## config.mk

```make
export PLATFORM = sky130hd
export DESIGN_NAME = bin_seg_conv
export DESIGN_NICKNAME = d
export VERILOG_FILES = /design/src/rtl/bin_seg_conv.sv
export SDC_FILE = /design/constraint.sdc
export NUM_CORES = 1
export LEC_CHECK = 0
export ABC_AREA = 1
export CAP_MARGIN = 20
export CORE_ASPECT_RATIO = 1.2
export CORE_MARGIN = 1.5
export CORE_UTILIZATION = 45
export DETAILED_ROUTE_END_ITERATION = 10
export PLACE_DENSITY = 0.66
export RECOVER_POWER = 50
export SLEW_MARGIN = 40
export SYNTH_ARGS = -nofsm -noshare
export SYNTH_HDL_FRONTEND = slang
export SYNTH_SLANG_ARGS = --single-unit
```

## constraint.sdc

```tcl
create_clock -name clk -period 2.8 [get_ports clk]
set_input_delay 0.42 -clock clk [delete_from_list [all_inputs] [get_ports clk]]
set_output_delay 0.42 -clock clk [all_outputs]
set_load 0.005 [all_outputs]
```

## src/rtl/bin_seg_conv.sv

```systemverilog
// Binary to seven-segment converter. Uses serial double-dabble, one shift per clock.
// Supports signed display, leading-zero blanking, overflow detection and a fixed-latency done pulse.
module bin_seg_conv #(
   parameter int BIN_W    = 14,
   parameter int N_DIGITS = 4,
   parameter int SIGNED   = 0,
   parameter int BLANK_LZ = 1,
   parameter logic [8*N_DIGITS-1:0] ERR_PATTERN = (8*N_DIGITS)'(32'h763D507C)
) (
   input  logic                    clk,
   input  logic                    rst,
   input  logic [BIN_W-1:0]        num,
   input  logic                    convert,
   input  logic                    error,
   output logic                    busy,
   output logic [8*N_DIGITS-1:0]   digits,
   output logic                    overflow,
   output logic                    conv_done
);

   localparam int BCD_W = 4 * N_DIGITS;
   localparam int CNT_W = $clog2(BIN_W + 1);

   function automatic logic [63:0] pow10(input int n);
      logic [63:0] r;
      r = 64'd1;
      for (int i = 0; i < n; i++) r = r * 64'd10;
      return r;
   endfunction

   localparam logic [63:0] MAX_POS = pow10(N_DIGITS) - 64'd1;
   localparam logic [63:0] MAX_NEG = pow10(N_DIGITS - 1) - 64'd1;

   function automatic logic [6:0] seg7(input logic [3:0] d);
      case (d)
         4'd0:    seg7 = 7'h3F;
         4'd1:    seg7 = 7'h06;
         4'd2:    seg7 = 7'h5B;
         4'd3:    seg7 = 7'h4F;
         4'd4:    seg7 = 7'h66;
         4'd5:    seg7 = 7'h6D;
         4'd6:    seg7 = 7'h7D;
         4'd7:    seg7 = 7'h07;
         4'd8:    seg7 = 7'h7F;
         4'd9:    seg7 = 7'h6F;
         default: seg7 = 7'h00;
      endcase
   endfunction

   typedef enum logic [1:0] {IDLE, SHIFT, ENCODE} state_t;

   state_t                state, state_next;
   logic [BIN_W-1:0]      bin_reg;
   logic [BCD_W-1:0]      bcd_reg;
   logic [BCD_W-1:0]      bcd_adj;
   logic [CNT_W-1:0]      cnt;
   logic                  neg_reg, ovf_reg;
   logic                  load_neg, load_ovf;
   logic [BIN_W-1:0]      load_mag;
   logic [63:0]           mag64;
   logic [8*N_DIGITS-1:0] enc_digits;
   logic                  do_load, do_shift, do_encode, do_err;

   always_ff @(posedge clk) begin
      if (rst) state <= IDLE;
      else     state <= state_next;
   end

   // Error aborts from any state; a conversion always runs BIN_W shifts plus one encode cycle.
   always_comb begin
      state_next = state;
      do_load    = 1'b0;
      do_shift   = 1'b0;
      do_encode  = 1'b0;
      do_err     = 1'b0;
      case (state)
         IDLE: begin
            if (error) begin
               do_err = 1'b1;
            end else if (convert) begin
               do_load    = 1'b1;
               state_next = SHIFT;
            end
         end
         SHIFT: begin
            if (error) begin
               do_err     = 1'b1;
               state_next = IDLE;
            end else begin
               do_shift = 1'b1;
               if (cnt == CNT_W'(BIN_W - 1)) state_next = ENCODE;
            end
         end
         ENCODE: begin
            if (error) do_err = 1'b1;
            else       do_encode = 1'b1;
            state_next = IDLE;
         end
         default: state_next = IDLE;
      endcase
   end

   assign busy = (state != IDLE);

   always_comb begin
      load_neg = (SIGNED != 0) && num[BIN_W-1];
      load_mag = load_neg ? (~num + BIN_W'(1)) : num;
      mag64    = 64'(load_mag);
      load_ovf = load_neg ? (mag64 > MAX_NEG) : (mag64 > MAX_POS);
   end

   always_comb begin
      bcd_adj = '0;
      for (int i = 0; i < N_DIGITS; i++) begin
         if (bcd_reg[4*i +: 4] >= 4'd5) bcd_adj[4*i +: 4] = bcd_reg[4*i +: 4] + 4'd3;
         else                           bcd_adj[4*i +: 4] = bcd_reg[4*i +: 4];
      end
   end

   // Walk from the top digit down; a digit is blanked while no nonzero digit has been seen yet.
   always_comb begin
      logic       lead;
      logic [3:0] nib;
      enc_digits = '0;
      lead       = 1'b1;
      nib        = 4'd0;
      for (int i = N_DIGITS - 1; i >= 0; i--) begin
         nib = bcd_reg[4*i +: 4];
         if (nib != 4'd0) lead = 1'b0;
         if ((BLANK_LZ != 0) && lead && (i != 0)) enc_digits[8*i +: 8] = 8'h00;
         else                                     enc_digits[8*i +: 8] = {1'b0, seg7(nib)};
      end
      if (neg_reg) enc_digits[8*(N_DIGITS-1) +: 8] = 8'h40;
   end

   always_ff @(posedge clk) begin
      if (rst) begin
         digits    <= '0;
         overflow  <= 1'b0;
         conv_done <= 1'b0;
         bin_reg   <= '0;
         bcd_reg   <= '0;
         cnt       <= '0;
         neg_reg   <= 1'b0;
         ovf_reg   <= 1'b0;
      end else begin
         conv_done <= 1'b0;
         if (do_err) begin
            digits    <= ERR_PATTERN;
            overflow  <= 1'b0;
            conv_done <= 1'b1;
         end else if (do_load) begin
            bin_reg <= load_mag;
            bcd_reg <= '0;
            cnt     <= '0;
            neg_reg <= load_neg;
            ovf_reg <= load_ovf;
         end else if (do_shift) begin
            {bcd_reg, bin_reg} <= {bcd_adj, bin_reg} << 1;
            cnt                <= cnt + CNT_W'(1);
         end else if (do_encode) begin
            digits    <= ovf_reg ? ERR_PATTERN : enc_digits;
            overflow  <= ovf_reg;
            conv_done <= 1'b1;
         end
      end
   end

endmodule

```

After elaboration in Yosys (flattened, before gate mapping)

Memory sizes are Yosys's and may differ from the RTL's. A register that Yosys moved wholly into a read port is not among the register bits.
Cells that the tools add are included.

Add/sub/neg operators: 5
$lt $le $gt $ge: 5
Bitwise logic cells: 3
Reductions and logical operators: 14
Equality and inequality tests: 8
Mux-type cells: 46

Operator list:

| cell                                                                                | count |
|---|---|
| 31-bit 2-to-1 mux                                                                   | 5 |
| 4-bit 2-to-1 mux                                                                    | 13 |
| 16-bit 2-to-1 mux                                                                   | 2 |
| 14-bit 2-to-1 mux                                                                   | 2 |
| 7-bit 2-to-1 mux                                                                    | 3 |
| 4-bit by 3-bit greater-or-equal comparator with 1-bit output, second input constant | 4 |
| 1-bit 2-to-1 mux                                                                    | 15 |
| 14-bit > comparator, second input constant                                          | 1 |
| 4-bit by 2-bit adder with 4-bit output, second input constant                       | 3 |
| 4-bit nonzero test                                                                  | 3 |
| 3-bit AND reduction                                                                 | 3 |
| 2-bit 2-to-1 mux                                                                    | 4 |
| 2-bit nonzero test                                                                  | 3 |
| 4-bit by 1-bit adder with 4-bit output, second input constant                       | 1 |
| 4-bit == test, second input constant                                                | 1 |
| 2-bit by 1-bit inequality test with 1-bit output, second input constant             | 2 |
| 2-bit inequality test, second input constant                                        | 2 |
| 2-bit case mux with 2 select lines                                                  | 1 |
| 2-bit AND reduction                                                                 | 2 |
| 3-bit by 2-bit adder with 3-bit output, second input constant                       | 1 |
| 3-bit 2-to-1 mux                                                                    | 1 |
| 3-bit inequality test, second input constant                                        | 1 |
| 1-bit NOT                                                                           | 3 |
| 3-bit OR reduction                                                                  | 1 |
| other kinds (4)                                                                     | 4 |

Input port bits: 18
Register bits: 71
Memories: 4
Output and inout bits: 35
Bits in read-only memories: 448
Logic and storage cells: 94

Memories:

| name             | words | bits a word | read ports | clocked after memory_dff | wr ports | line | text |
|---|---|---|---|---|---|---|---|
| (name not given) | 16    | 7           | 1          | 1                        | 0        | 35   | `case (d)` |
| (name not given) | 16    | 7           | 1          | 1                        | 0        | 35   |  |
| (name not given) | 16    | 7           | 1          | 1                        | 0        | 35   |  |
| (name not given) | 16    | 7           | 1          | 1                        | 0        | 35   |  |

Depth between registers and ports, before layout

Gate-level depths: netlist of run 1.

Depth after elaboration: 10
Mapped depth: 16
Gate-level depth less buffers: 16

Worst setup path before layout of run 1

OpenSTA, ideal clock, no wires.

Path kind: input -> register
Start: in convert
End: reg with a tool-made name
Setup time: 115 ps
Arrival time: 1,863 ps
Buffers on the path: 0
Setup slack: 822 ps
Stages: 13
Required time: 2,685 ps
Cell sequence: inv_1 -> nor2_1 -> nand2_2 -> nand2_4 -> nor2_4 -> inv_1 -> o21ai_0 -> inv_1 -> ha_1 -> nand3_1 -> nand2_1 -> nand2_1 -> nand2_1

RTL lines:

| item        | line | text |
|---|---|---|
| from (decl) | 13   | `input logic convert,` |

Worst setup path after layout of run 1

Start: in error
End: reg cnt[3]

Cells in the longest elaborated chain, start to end: 4
Elaborated cells on any way between the ends: 10
Classes of those cells: 7 x mux; 1 x bitwise; 2 x reduce/logical

RTL lines:

| item                                                                    | line       | text |
|---|---|---|
| from (decl)                                                             | 14         | `input logic error,` |
| 1-bit 2-to-1 mux (on tied branches)                                     | 78, 86, 95 |  |
| 1-bit 2-to-1 mux (on tied branches)                                     | n/a        |  |
| 2-bit nonzero test (no source line) / 1-bit NOT (equally long branches) | n/a        |  |
| 2-bit AND reduction (no source line)                                    | n/a        |  |
| to (signal assigned)                                                    | 160        | `cnt <= cnt + CNT_W'(1);` |
| to (decl)                                                               | 56         | `logic [CNT_W-1:0] cnt;` |

Several ways; a longest one is shown, not always the timed one.
A chain may end at the register's enable or synchronous reset.

==> results of run 1 <==
how the worst max path moves through the flow:
stage,start,end,slack (ps),cells after the start
final,error,cnt[3],360,8
after global routing,error,enc_digits[3],130,13
after CTS,error,flip-flop,440,13
after detailed placement,error,flip-flop,70,13
after global placement,error,flip-flop,220,13
after floorplan,convert,flip-flop,820,13
synthesized netlist by cell type (6+ instances only):
library cell  count
nand2_1         185
nor2_1           34
ha_1             36
a31oi_1          13
o21ai_0          44
nand3b_1         12
nand3_1          40
nand4_1           9
nor3_1           13
a21oi_1          26
buf_2             6
clkbuf_1          9
dfxtp_1          95
inv_1            59
layout make-up:
type                       count  area (um^2)  area share (%)
multi-input combinational    445         2350            42.8
sequential                    95         1900            34.6
timing repair buffer          59          548            9.98
inverter                      63          236            4.31
clock buffer                   9          225            4.10
tap                          126          158            2.87
clock inverter                 7         72.6            1.32
power groups by stage:
| stage | logic, uW | registers [uW] | clock network, uW |
|---|---|---|---|
| 3_3_place_gp | 287 | 1470 | 0 |
| 4_1_cts | 294 | 1440 | 1250 |
| 5_1_grt | 319 | 1450 | 1310 |
| 3_5_place_dp | 293 | 1470 | 0 |
| 2_1_floorplan | 173 | 1470 | 0 |
| 6_report | 278 | 1440 | 1210 |
per-stage QoR:
stage	utilization (%)	cell area [um^2]
after global placement	52.5	5230
after detailed placement	52.5	5230
final	55.2	5490
after floorplan	-	4610
after CTS	55.5	5530
after global routing	55.2	5490
worst reg2reg max path, delay by kind of cell, from the launching register on:
family / cells / cell delay [ps]
DFF: 1 / 350
adders and majority gates: 2 / 460
and+or+nand+nor: 7 / 740
AOI/OAI and AO/OA: 1 / 230
buffers and inverters: 3 / 310
cell usage in the layout, fill, tap and decap left out, drive strengths merged, types with 4 or more instances in the layout:
| cell type | instances |
|---|---|
| conb | 4 |
| nor3 | 13 |
| buf | 7 |
| ha | 36 |
| nand3b | 12 |
| clkdlybuf4s50 | 16 |
| dlygate4sd3 | 32 |
| nand4 | 9 |
| nand3 | 45 |
| a21oi | 29 |
| nor2 | 36 |
| a31oi | 13 |
| clkinv | 5 |
| clkbuf | 13 |
| nand2 | 190 |
| dfxtp | 95 |
| o21ai | 45 |
| inv | 62 |
cell families (layout without fill, tap and decap cells):
group | Yosys count | after routing
flip-flops | 95 | 95
adder cells (fa/ha/maj) | 36 | 36
AO/OA/AOI/OAI | 97 | 97
AND/OR/NAND/NOR | 306 | 306
XOR/XNOR | 2 | 2
other | 1 | 4
buffers and inverters | 82 | 138
metal layers:
layer  share of wire, %  wire [um]
met3                4.8        475
met5                  0          0
met4                2.4        234
met1                 46       4500
met2                 47       4600
==> impl_metrics.json, run 1 <==
{
  "p_switching_uw": 712,
  "powerDensity_mw_per_mm2": 534,
  "synth_top_family_by_area": "simple AND/OR/NAND/NOR gates",
  "hold_class": "reg -> reg",
  "status": "finished, final reports clean",
  "power_leakage_uw": 0.00263,
  "crit_buf_inv": 3,
  "pre_cts_ws_ps": 71.6,
  "grt_use_met2_pct": 33.1,
  "num_rows": 40,
  "reg2reg_depth": 13,
  "timing.final.crit_share_pct": 87.2,
  "power_frac_comb_pct": 9.5,
  "die_w_um": 95.2,
  "switching_share_pct": 24.3,
  "path_clk_slew_ps": 60,
  "synth_simple_gate_area_share_pct": 29.2,
  "crit_type": "in -> reg",
  "synth_compound_area_share_pct": 11.9,
  "die-area_mm2": 0.0108,
  "grt_use_total_pct": 19.9,
  "synth-seq-area-share_pct": 41.4,
  "cts.sinks": 95,
  "insertion_delay_ps": 350,
  "ys_warn_count": 0,
  "io_buffers": 48,
  "dp_hpwl_um": 7320,
  "netlist_area_mm2": 0.00459,
  "reg2reg_from": "bcd_reg[8]",
  "num_vias": 3992,
  "cp_data_required_time_ps": 3080,
  "async_reset_ff_share_pct": 0,
  "muxShareOfSynthArea_pct": 0,
  "rsz0062_at_grt": "false",
  "cts_hold_buf": 0,
  "antenna_found_initial": 0,
  "core_area_mm2": 0.00996,
  "synth_fa_ha_area_share_pct": 9.80,
  "maxCapViolCount": 0,
  "period_minus_slack_ps": 2440,
  "slowest_delay_ps": 790,
  "grt_pass1_vias": 3750,
  "synth_top_flop_cell": "dfxtp_1",
  "met1_usage_pct": 23.8,
  "finalSetupViolCount": 0,
  "overflow": 0,
  "avgSynthCellArea_um2": 7.42,
  "hold_depth": 2,
  "syn_to_final_growth_pct": 19.6,
  "io_pins": 53,
  "place_congestion": 0.816,
  "finalSetupTns_ps": 0,
  "internal-power_uw": 2220,
  "floorplan.initialDensity_pct": 46.1,
  "worst_pin_slew_ps": 1040,
  "pwr-share-seq_pct": 49.2,
  "grt_pass1_wl_um": 16700,
  "synth_top_area_share_pct": 41.4,
  "vias_per_cell": 4.97,
  "worstPathArrival_ps": 2720,
  "placedCellCount": 788,
  "cts_tree": "yes",
  "synth_seq_cells": 95,
  "holdWs_ps": 445,
  "die_h_um": 114,
  "synth_edf_count": 0,
  "drt-pass1-iter-count": 4,
  "drv_slew": 0,
  "cp_max_fo": 30,
  "routedWlPerCell_um": 12.2,
  "crit_path_cell_trace": "dlygate4sd3_1 -> inv_1 -> nand3_2 -> nand2_4 -> clkbuf_1 -> nand4_1 -> xor2_1 -> nor2_1",
  "cts_buffers": 9,
  "clock_path_buffers": 2,
  "cp-end-kind": "flip-flop",
  "cts_root_buf": "clkbuf_16",
  "cp_top_family": "buffers and inverters",
  "p_clk_share_pct": 41.3,
  "drc": 0,
  "yosysTopAreaCell": "dfxtp_1",
  "fin_worst_skew_ps": 7.55,
  "top_usage_layer": "met2",
  "grt_max_degree": 31,
  "fill_cells": 927,
  "worstHoldEndpoint": "digits[18]",
  "max_slew_margin_pct": 30.8,
  "synth_xor_area_share_pct": 0.381,
  "htreeDepth": 3,
  "met3_usage_pct": 5.13,
  "timing.fmax_ghz": 0.410,
  "final_cells": 804,
  "finalHoldViolCount": 0,
  "power.total_uw": 2930,
  "postCtsSetupRepairBufs": 0,
  "n_antenna_cell": 0,
  "final.setup.worst_slack_ps": 359,
  "cts_resized": 0,
  "synth_cell_types": 35,
  "antenna_left": 0,
  "drive_above_1_share_pct": 5.16,
  "synthCells": 619,
  "startpoint_type": "input port",
  "wirelength_um": 9810,
  "r2r_setup_slack_ps": 600,
  "synthTopCellsByArea": "dfxtp_1, nand2_1, ha_1",
  "fin_nets": 727,
  "detail_route.iter0.violations": 194,
  "vdd_drop_max_mv": 0.373,
  "slowest_stage": "clkbuf_1"
}
(Power assumes the default switching activity.)
==> run 2: changes to the inputs <==
- ABC_AREA: 1 -> 0
- PLACE_DENSITY: 0.66 -> 0.67
==> impl_metrics.json, run 2 <==
{
  "worst_pin_slew_ps": 1150,
  "netlist_area_mm2": 0.00445,
  "synth_most_common_cell": "dfxtp_1",
  "timing.fmax_ghz": 0.379,
  "fin_worst_skew_ps": 5.86,
  "path_clk_slew_ps": 60,
  "cts_buffers": 9,
  "detail_route.iter0.violations": 104,
  "final_cell_mix": "dfxtp_1, nor2_1, ha_1",
  "grt_pass1_wl_um": 16600,
  "antenna_left": 0,
  "rsz0062_at_grt": "false",
  "place_congestion": 0.873,
  "fin_nets": 611,
  "timing.final.crit_share_pct": 94.2,
  "synth-seq-area-share_pct": 42.8,
  "cts_root_buf": "clkbuf_16",
  "powerDensity_mw_per_mm2": 515,
  "cp_max_fo": 5,
  "vdd_drop_max_mv": 0.279,
  "io_buffers": 48,
  "worstPathArrival_ps": 2850,
  "antenna_found_initial": 0,
  "fill_cells": 846,
  "cp_data_required_time_ps": 3010,
  "overflow": 0,
  "cts_hold_buf": 0,
  "finalSetupViolCount": 0,
  "cts.sinks": 95,
  "drv_slew": 0,
  "cp-end-kind": "flip-flop",
  "routedWlPerCell_um": 13.9,
  "drive_above_1_share_pct": 9.27,
  "postCtsSetupRepairBufs": 0,
  "synth_top_area_share_pct": 42.8,
  "htreeDepth": 3,
  "syn_to_final_growth_pct": 22.5,
  "synth_top_flop_cell": "dfxtp_1",
  "insertion_delay_ps": 330,
  "power.total_uw": 2810,
  "dp_hpwl_um": 6930,
  "synthTopCellsByArea": "dfxtp_1, ha_1, nor2_1",
  "num_vias": 3556,
  "grt_max_degree": 42,
  "die-area_mm2": 0.0105,
  "die_w_um": 93.7,
  "hold_class": "reg -> reg",
  "async_reset_ff_share_pct": 0,
  "maxCapViolCount": 0,
  "core_area_mm2": 0.00956,
  "wirelength_um": 9520,
  "power_leakage_uw": 0.00232,
  "finalHoldViolCount": 0,
  "clock_path_buffers": 2,
  "status": "finished, final reports clean",
  "ys_warn_count": 0,
  "startpoint_type": "flip-flop",
  "synthCells": 497,
  "synth_seq_cells": 95,
  "synth_common_cells": "dfxtp_1, nor2_1, ha_1",
  "floorplan.initialDensity_pct": 46.5,
  "finalSetupTns_ps": 0,
  "synth_cell_types": 46,
  "cts_tree": "yes",
  "n_antenna_cell": 0,
  "synth_edf_count": 0,
  "drc": 0,
  "vias_per_cell": 5.20,
  "die_h_um": 112,
  "yosysTopAreaCell": "dfxtp_1",
  "cts_resized": 0,
  "max_slew_margin_pct": 23.6,
  "period_minus_slack_ps": 2640,
  "num_rows": 39,
  "io_pins": 53,
  "mostFrequentLayoutCell": "dfxtp_1",
  "grt_use_total_pct": 19.5,
  "avgSynthCellArea_um2": 8.95,
  "crit_type": "reg -> reg",
  "drt-pass1-iter-count": 4,
  "grt_pass1_vias": 3534
}
==> run 2: changes by cell type in the layout (fill, tap and decap cells not counted), sizes merged, moves of 8 or more <==
cell	change
a31oi	-13
a211oi	+13
nand3	-32
nand2	-171
inv	-32
o21ai	-17
buf	+15
nand3b	-12
nor2	+29
mux2i	+22
nand4	-8
a22oi	+19
nand2b	+8
==> run 2: final timing paths <==
path / start / to / slack [ps] / depth (start not counted)
hold reg to reg: digits[22] / digits[22] / 450 / 2
setup / recovery: bcd_reg[12] / digits[11] / 160 / 8
hold / removal: digits[22] / digits[22] / 450 / 2
setup reg to reg: bcd_reg[12] / digits[11] / 160 / 8
==> run 2: cell families after synthesis <==
kind of cell	Yosys count	synth area share, %
AND/OR/NAND/NOR	151	16.2
AO/OA/AOI/OAI	119	17.5
flip-flops	95	42.8
buffers and inverters	60	5.46
adder cells (fa/ha/maj)	36	10.1
multiplexers	28	6.47
XOR/XNOR	7	1.38
other	1	0.0843
==> run 2: through the flow <==
| step | instance area [um^2] | utilization [%] | setup WS, ps | hold slack, ps | instances |
|---|---|---|---|---|---|
| after detailed placement | 5170 | 54.1 | 12.7 | 446 | 667 |
| after floorplan | 4460 | - | 131 | 432 | 500 |
| final | 5450 | 57.0 | 162 | 449 | 684 |
| after CTS | 5470 | 57.2 | 165 | 455 | 682 |
| after global routing | 5450 | 57.0 | 36.7 | 465 | 684 |
| after global placement | 5170 | 54.1 | 112 | 446 | 667 |
==> run 2: layout make-up <==
| class | instances | area, um^2 | share of cell area [%] |
|---|---|---|---|
| clock inverters | 3 | 42.5 | 0.781 |
| repair buffers | 76 | 667 | 12.2 |
| clock buffers | 12 | 256 | 4.71 |
| multi-input cells | 345 | 2310 | 42.5 |
| well taps | 123 | 154 | 2.82 |
| flip-flops and latches | 95 | 1900 | 34.9 |
| inverters | 30 | 113 | 2.07 |
==> run 2: metal layers <==
layer / GRT usage (%) / vias to the layer above / part of all wire, %
li1: - / 1846 / -
met1: 25.0 / 1643 / 48
met2: 32.9 / 59 / 49
met3: 2.87 / 8 / 2.4
met4: 7.36 / 0 / 1.2
met5: 0 / - / 0
==> run 2: report_power, final <==
group | switching (uW) | total (uW) | internal [uW]
Clock | 483 | 1220 | 734
Combinational | 92.2 | 182 | 89.5
Sequential | 20.7 | 1410 | 1390
Total | 595 | 2810 | 2210
==> run 2: worst max-delay path, cell delays in order (launching register included) <==
cell     delay [ps]
dfxtp_1         350
inv_1            70
ha_1            190
or3b_1          390
or4b_1          570
or4b_4          560
and2_4          210
a22oi_2         120
nor2_1           50
==> run 3: changes to the inputs <==
- CORE_MARGIN: 1.5 -> unset
- CORE_UTILIZATION: 45 -> 39
- PLACE_DENSITY: 0.67 -> unset
==> impl_metrics.json, run 3 (synthesis gave the netlist of run 2 again) <==
{
  "antenna_left": 0,
  "worstPathArrival_ps": 2890,
  "hold_depth": 2,
  "finalHoldViolCount": 0,
  "power_leakage_uw": 0.00230,
  "drv_slew": 0,
  "die_h_um": 119,
  "slowest_stage": "or4b_4",
  "status": "finished, final reports clean",
  "timing.fmax_ghz": 0.373,
  "cts_root_buf": "clkbuf_16",
  "holdWs_ps": 458,
  "final_cell_mix": "dfxtp_1, nor2_1, ha_1",
  "finalSetupTns_ps": 0,
  "place_congestion": 0.859,
  "io_pins": 53,
  "wirelength_um": 9370,
  "crit_type": "reg -> reg",
  "num_rows": 42,
  "reg2reg_from": "bcd_reg[13]",
  "reg2reg_to": "digits[10]",
  "num_vias": 3533,
  "maxCapViolCount": 0,
  "grt_pass1_wl_um": 16000,
  "final_cells": 714,
  "routedWlPerCell_um": 13.1,
  "drive_above_1_share_pct": 9.82,
  "drt-pass1-iter-count": 4,
  "timing.final.crit_share_pct": 95.6,
  "cts_hold_buf": 0,
  "n_antenna_cell": 0,
  "drc": 0,
  "clock_path_buffers": 2,
  "cp-end-kind": "flip-flop",
  "die-area_mm2": 0.0118,
  "grt_pass1_vias": 3448,
  "hold_class": "reg -> reg",
  "grt_use_total_pct": 17.0,
  "max_slew_margin_pct": 29.8,
  "die_w_um": 99.5,
  "grt_max_degree": 28,
  "htreeDepth": 3,
  "rsz0062_at_grt": "false",
  "r2r_setup_slack_ps": 120,
  "post-route-util_pct": 49.3,
  "dp_hpwl_um": 6950,
  "finalSetupViolCount": 0,
  "overflow": 0,
  "insertion_delay_ps": 350,
  "final.setup.worst_slack_ps": 122,
  "cts_buffers": 9,
  "powerDensity_mw_per_mm2": 507,
  "crit_path_cell_trace": "inv_1 -> ha_2 -> or3b_1 -> or4b_4 -> or4b_4 -> and2_4 -> a22oi_2 -> nor2_1",
  "period_minus_slack_ps": 2680,
  "placedCellCount": 698,
  "path_clk_slew_ps": 70,
  "core_area_mm2": 0.0111,
  "fin_nets": 609,
  "antenna_found_initial": 0,
  "cp_max_fo": 5,
  "vias_per_cell": 4.95,
  "mostFrequentLayoutCell": "dfxtp_1",
  "worst_pin_slew_ps": 1050,
  "detail_route.iter0.violations": 174,
  "reg2reg_depth": 8,
  "floorplan.initialDensity_pct": 40.1,
  "worstHoldEndpoint": "digits[22]",
  "io_buffers": 48,
  "slowest_delay_ps": 550,
  "cts_tree": "yes",
  "vdd_drop_max_mv": 0.279,
  "hp-start": "digits[22]",
  "startpoint_type": "flip-flop",
  "cp_data_required_time_ps": 3010,
  "pre_cts_ws_ps": -46.9,
  "fin_worst_skew_ps": 10.5,
  "syn_to_final_growth_pct": 22.8,
  "crit_path_frequent_cell": "or4b_4",
  "cts.sinks": 95
}
-- run 3: cell types whose count changed in the layout (fill, tap and decap cells not counted), sizes merged --
| cell | change |
|---|---|
| inv | +3 |
| clkbuf | -4 |
| buf | -1 |
| clkinvlp | +2 |
| bufinv | -1 |
-- run 3: worst max path at each step --
stage	startpoint	endpoint	cells after the start
4_1_cts	bcd_reg[13]	digits[10]	8
5_1_grt	bcd_reg[13]	digits[8]	8
2_1_floorplan	bcd_reg[12]	digits[10]	10
3_3_place_gp	error	flip-flop	8
3_5_place_dp	error	flip-flop	10
6_report	bcd_reg[13]	digits[10]	8
-- run 3: power breakdown --
| group | internal [uW] | switching (uW) | total [uW] |
|---|---|---|---|
| logic | 89.4 | 90.3 | 180 |
| registers | 1390 | 19.6 | 1410 |
| clock network | 619 | 564 | 1180 |
-- run 3: worst max-delay path, delay by kind of cell, from the launching register on --
kind	cells	cell delay (ps)
AND/OR/NAND/NOR	5	1790
adder cells (fa/ha/maj)	1	210
buffers and inverters	1	100
flip-flops	1	320
AO/OA/AOI/OAI	1	110
-- run 3: routing by layer --
layer	vias to the layer above	global-route usage (%)	part of all wire [%]
li1	1833	-	-
met1	1609	20.9	48
met2	77	29.2	48
met3	14	3.93	3.3
met4	0	5.24	1.4
met5	-	0	0
-- run 3: cell type report --
cell class	instances	area, um^2
timing repair buffer	74	648
tap	154	193
fill	1060	5630
inverter	30	113
clock inverter	7	62.6
sequential	95	1900
clock buffer	9	225
multi-input combinational	345	2320
-- run 3: repair_timing --
| action | in CTS | in global routing |
|---|---|---|
| setup buffers | 0 | 0 |
| gates resized for setup | 0 | 2 |
| setup endpoints to repair | 0 | 5 |
-- run 3: per-stage QoR --
stage | area, um^2 | total power (uW)
3_5_place_dp | 5200 | 1630
2_1_floorplan | 4460 | 1540
3_3_place_gp | 5200 | 1630
6_report | 5460 | 2770
5_1_grt | 5460 | 2890
4_1_cts | 5490 | 2810
